File: src/rtl/alu_issue_stage.sv
// Purpose : command FIFO plus issue FSM in front of the 4-bit combinational ALU; captures and returns its 8-bit result.
// Latency : push at edge N -> operands issued at N+1 -> oRES_VALID high after N+2; one result per 2 cycles sustained.
// Backpr. : oRES_VALID/oRESULT held until iRES_READY; oCMD_READY drops only when FIFO_DEPTH entries are buffered.
//
// Ports:
//   iCLK, iRSTn                          clock, asynchronous active-low reset
//   iCMD_VALID/oCMD_READY, iCMD_A/B/INST command push handshake and payload
//   oALU_A/B/INST, iALU_RESULT           registered operands to the ALU, combinational result back
//   oRES_VALID/iRES_READY, oRESULT,
//   oRES_INST, oDZ                       result return handshake and payload
//   oBUSY                                FIFO non-empty or a command in flight
// Build option: define ALU_DIVZERO_CHK_EN to force 8'hFF and raise oDZ on divide/modulo by zero.

module alu_issue_stage #(
    parameter int FIFO_DEPTH = 4
) (
    input  logic       iCLK,
    input  logic       iRSTn,
    input  logic       iCMD_VALID,
    output logic       oCMD_READY,
    input  logic [3:0] iCMD_A,
    input  logic [3:0] iCMD_B,
    input  logic [3:0] iCMD_INST,
    output logic [3:0] oALU_A,
    output logic [3:0] oALU_B,
    output logic [3:0] oALU_INST,
    input  logic [7:0] iALU_RESULT,
    output logic       oRES_VALID,
    input  logic       iRES_READY,
    output logic [7:0] oRESULT,
    output logic [3:0] oRES_INST,
    output logic       oDZ,
    output logic       oBUSY
);

    localparam int PW = $clog2(FIFO_DEPTH);
    localparam int CW = $clog2(FIFO_DEPTH + 1);

    localparam logic [1:0] S_IDLE = 2'd0;
    localparam logic [1:0] S_EXEC = 2'd1;
    localparam logic [1:0] S_HOLD = 2'd2;

    typedef struct packed {
        logic [3:0] a;
        logic [3:0] b;
        logic [3:0] inst;
    } cmd_t;

    cmd_t          r_mem [FIFO_DEPTH];
    logic [PW-1:0] r_wptr;
    logic [PW-1:0] r_rptr;
    logic [CW-1:0] r_cnt;
    logic [1:0]    r_state;
    logic [3:0]    r_alu_a;
    logic [3:0]    r_alu_b;
    logic [3:0]    r_alu_inst;
    logic [7:0]    r_result;
    logic [3:0]    r_res_inst;
    logic          r_res_vld;
    logic          r_dz;

    logic          w_push;
    logic          w_pop;
    logic          w_nonempty;
    logic          w_dz;
    logic [7:0]    w_res;
    cmd_t          w_head;

    assign w_nonempty = (r_cnt != '0);
    assign oCMD_READY = (r_cnt != CW'(FIFO_DEPTH));
    assign w_push     = iCMD_VALID & oCMD_READY;
    // Pop decision uses only the registered count, so a push into an empty
    // FIFO cannot be popped in the same cycle.
    assign w_pop      = w_nonempty &
                        ((r_state == S_IDLE) | ((r_state == S_HOLD) & iRES_READY));
    assign w_head     = r_mem[r_rptr];

`ifdef ALU_DIVZERO_CHK_EN
    // Opcodes 3 (DIV) and 4 (MOD) with a zero divisor return a saturated value.
    assign w_dz  = ((r_alu_inst == 4'h3) || (r_alu_inst == 4'h4)) && (r_alu_b == 4'h0);
    assign w_res = w_dz ? 8'hFF : iALU_RESULT;
`else
    assign w_dz  = 1'b0;
    assign w_res = iALU_RESULT;
`endif

    // Storage array carries no reset: entries are only read after being written,
    // and the pointer reset already discards stale contents.
    always_ff @(posedge iCLK) begin
        if (w_push) begin
            r_mem[r_wptr] <= '{a: iCMD_A, b: iCMD_B, inst: iCMD_INST};
        end
    end

    always_ff @(posedge iCLK or negedge iRSTn) begin
        if (!iRSTn) begin
            r_wptr <= '0;
            r_rptr <= '0;
            r_cnt  <= '0;
        end else begin
            if (w_push) r_wptr <= r_wptr + PW'(1);
            if (w_pop)  r_rptr <= r_rptr + PW'(1);
            case ({w_push, w_pop})
                2'b10:   r_cnt <= r_cnt + CW'(1);
                2'b01:   r_cnt <= r_cnt - CW'(1);
                default: r_cnt <= r_cnt;
            endcase
        end
    end

    always_ff @(posedge iCLK or negedge iRSTn) begin
        if (!iRSTn) begin
            r_state    <= S_IDLE;
            r_alu_a    <= '0;
            r_alu_b    <= '0;
            r_alu_inst <= '0;
            r_result   <= '0;
            r_res_inst <= '0;
            r_res_vld  <= 1'b0;
            r_dz       <= 1'b0;
        end else begin
            if (w_pop) begin
                r_alu_a    <= w_head.a;
                r_alu_b    <= w_head.b;
                r_alu_inst <= w_head.inst;
            end
            case (r_state)
                S_IDLE: begin
                    if (w_pop) r_state <= S_EXEC;
                end
                S_EXEC: begin
                    r_result   <= w_res;
                    r_res_inst <= r_alu_inst;
                    r_dz       <= w_dz;
                    r_res_vld  <= 1'b1;
                    r_state    <= S_HOLD;
                end
                S_HOLD: begin
                    if (iRES_READY) begin
                        r_res_vld <= 1'b0;
                        r_state   <= w_pop ? S_EXEC : S_IDLE;
                    end
                end
                default: r_state <= S_IDLE;
            endcase
        end
    end

    assign oALU_A     = r_alu_a;
    assign oALU_B     = r_alu_b;
    assign oALU_INST  = r_alu_inst;
    assign oRESULT    = r_result;
    assign oRES_INST  = r_res_inst;
    assign oRES_VALID = r_res_vld;
    assign oDZ        = r_dz;
    assign oBUSY      = w_nonempty | (r_state != S_IDLE);

endmodule

File: config.mk
export PLATFORM = sky130hd
export DESIGN_NAME = alu_issue_stage
export DESIGN_NICKNAME = d
export VERILOG_FILES = /design/src/rtl/alu_issue_stage.sv
export SDC_FILE = /design/constraint.sdc
export NUM_CORES = 1
export LEC_CHECK = 0
export BUFFER_PORTS_ARGS = -buffer_cell sky130_fd_sc_hd__clkbuf_2
export CORE_UTILIZATION = 50
export DETAILED_ROUTE_END_ITERATION = 10
export PLACE_DENSITY = 0.84
export SETUP_SLACK_MARGIN = 0.1
export SLEW_MARGIN = 20
export SYNTH_ARGS = -nofsm -noshare
export SYNTH_HDL_FRONTEND = slang
export SYNTH_SLANG_ARGS = --single-unit
File: constraint.sdc
create_clock -name iCLK -period 2 [get_ports iCLK]
set_clock_uncertainty 0.05 [all_clocks]
set_input_delay 0.4 -clock iCLK [delete_from_list [all_inputs] [get_ports iCLK]]
set_output_delay 0.4 -clock iCLK [all_outputs]
set_load 0.1 [all_outputs]
==> results.toml <==
[routing]
dr.pass1.iters = 4
dr_total_vias = 1634
ant_nets = 0
wl_per_cell_um = 15.9
drc = 0
via_per_inst = 5.15
drt-initial-drc-count = 70
wl_um = 5050

[final_layout]
antennaDiodeCount = 0
utilization_pct = 64.1
nNetsFinal = 267
area_delta_synth_final_pct = 20.7
drive_gt1_share_pct = 52.9

[critical_path]
cp_slowest_stage_delay_ps = 420
arrival_ps = 2170
crit_path_start = "r_cnt[0]$_DFFE_PN0P_"
regToRegSetupSlack_ps = 10
reg2reg_depth = 6
r2r-end = "r_cnt[1]$_DFFE_PN0P_"
endpoint = "r_cnt[1]$_DFFE_PN0P_"
worstSetupPathType = "register to register"
cp_data_required_time_ps = 2180
start_kind = "register"
crit_path_end_kind = "register"
rr_startpoint = "r_cnt[0]$_DFFE_PN0P_"
path_cells = "or3b_4 > and2_4 > inv_2 > ha_4 > fa_1 > mux2_2"
crit_path_top_delay_cell = "dfrtp_1"
cp_top_family = "simple AND/OR/NAND/NOR gates"
cp_max_fo = 3
worst-path-stages = 6
critical_path_buf_inv_count = 1

[die]
die_h_um = 82.5
core_area_um2 = 6100
start_util_pct = 53.2
io_pins = 52
dieArea_um2 = 6810
rows = 28
die_w_um = 82.5

[synthesis]
syn_area_um2 = 3240
ys_types = 29
syn-instance-count = 163
syn_area_per_cell_um2 = 19.9
ys_seq_elements = 82
synth_nets = 193
yosysSeqAreaShare_pct = 70.7
yosysWarnings = 0

[global_routing]
grtUsageTotal_pct = 17.4
grt_overflow_total = 0
antenna_found_initial = 0
grt_pass1_wl_um = 8000
grt_max_degree = 35
grt_pass1_vias = 1683

[placement]
port_buffers = 50
post-dp-hpwl_um = 3420
place.gp.congestion = 0.668

[timing]
min_period_ps = 1990
hold_viol_final = 0
fmax_mhz = 503
rsz0062_at_grt = "true"
final-setup-viol-count = 0
max_slew_margin_pct = 59.5
tightest_slew_ps = 608
post-route-period-util_pct = 99.4
drv_slew = 0

[min_path]
min_path_type = "primary input to asynchronous set/reset pin"

[run]
drv_cap = 0

[clocking]
htree_levels = 3
cts-root-buf = "clkbuf_8"
cts_tree = "done"
clock-sinks = 82
clk_pin_slew_worst_paths_ps = 80
clk_path_buf_depth = 2
postCtsHoldBufs = 0
clock_latency_ps = 350
numCtsBuffers = 9

[outcome]
status = "complete, no violations"
[final cells by class]
cell class              count  area (um2)
fillers                   435        2190
clock inverters             6        42.5
multi-input cells          70         897
flip-flops and latches     82        2290
inverters                   5        18.8
repair buffers             69         437
well taps                  75        93.8
clock buffers              10         128
[cells by family (layout without fill, tap and decap cells)]
group,count (synthesis),count (layout),synth area share [%]
AO/OA/AOI/OAI,3,3,0.540
XOR/XNOR,6,6,1.62
adder cells (fa/ha/maj),6,6,2.55
buffers and inverters,11,90,2.39
flip-flops,82,82,70.7
multiplexers,38,38,18.6
other,1,1,0.116
AND/OR/NAND/NOR,16,16,3.40
[synth_stat cells]
cell type  instances  area share [%]
xnor2_1            3            0.81
conb_1             1            0.12
mux4_2            10             6.9
buf_4              3            0.69
or3b_4             1            0.35
mux4_1             2             1.6
edfxtp_1          48              44
nor3_2             1            0.31
mux2_2            17             5.9
buf_6              1            0.35
and2_4             1            0.27
buf_2              1            0.15
mux2_4             9             4.2
dfrtp_1           34              26
nor2_1             4            0.46
xor2_1             3            0.81
ha_1               5             1.9
and3_1             4            0.77
fa_1               1            0.62
nand2_1            1            0.12
nor2b_1            1            0.19
buf_12             1            0.62
o21ai_0            1            0.15
a21o_1             1            0.23
a21oi_1            1            0.15
nor3_1             1            0.15
nor3_4             1            0.50
nor4b_1            1            0.27
inv_1              5            0.58
[worst min-delay path by stage]
stage | to | startpoint
CTS | oALU_A[1]$_DFFE_PN0P_ | iRSTn
global route | oRESULT[7]$_DFFE_PN0P_ | iRSTn
detailed placement | oRESULT[7]$_DFFE_PN0P_ | iRSTn
finish | oRESULT[0]$_DFFE_PN0P_ | iRSTn
global placement | oRESULT[0]$_DFFE_PN0P_ | iRSTn
floorplan | oALU_A[0]$_DFFE_PN0P_ | iRSTn
[routing by layer]
layer	GRT usage, %	wire length [um]	vias up
li1	-	-	764
met1	19.8	2180	806
met2	29.3	2480	58
met4	6.55	68	0
met3	7.36	317	6
met5	0	0	-
[per-stage QoR]
| step | cells | hold slack, ps | worst slack (ps) | setup TNS [ps] | area, um2 |
|---|---|---|---|---|---|
| 6_report | 317 | 27.6 | 11.1 | 0 | 3910 |
| 3_5_place_dp | 297 | 416 | 9.65 | 0 | 3650 |
| 3_3_place_gp | 297 | 406 | 35.8 | 0 | 3650 |
| 2_1_floorplan | 163 | 54.4 | -238 | -431 | 3250 |
| 5_1_grt | 317 | 61.3 | -46.6 | -92.4 | 3910 |
| 4_1_cts | 317 | 26.8 | -12.5 | -21.7 | 3910 |
[layout by cell type, fill, tap and decap left out, drive strengths merged, types with 2 or more instances in the layout]
master,netlist,final
and3,4,4
buf,6,19
clkbuf,0,60
clkinv,0,3
clkinvlp,0,2
dfrtp,34,34
edfxtp,48,48
ha,5,5
inv,5,6
mux2,26,26
mux4,12,12
nor2,4,4
nor3,3,3
xnor2,3,3
xor2,3,3
[repair_timing]
action                                  4_1_cts  5_1_grt
resized for setup                            10        1
setup buffers                                 4        0
pin swaps                                     4        2
endpoints found under the setup margin        4        4
[sequential cells by signal, summed over array words and instances (netlist names)]
register / count
oRES_INST: 4
r_cnt: 3
r_mem: 48
oALU_B: 4
oALU_INST: 4
oRESULT: 8
r_state: 2
r_wptr: 2
r_rptr: 2
oRES_VALID: 1
oALU_A: 4
Power is not shown: default switching activity piles up to over one toggle a cycle in this logic, so the estimate is an artifact.
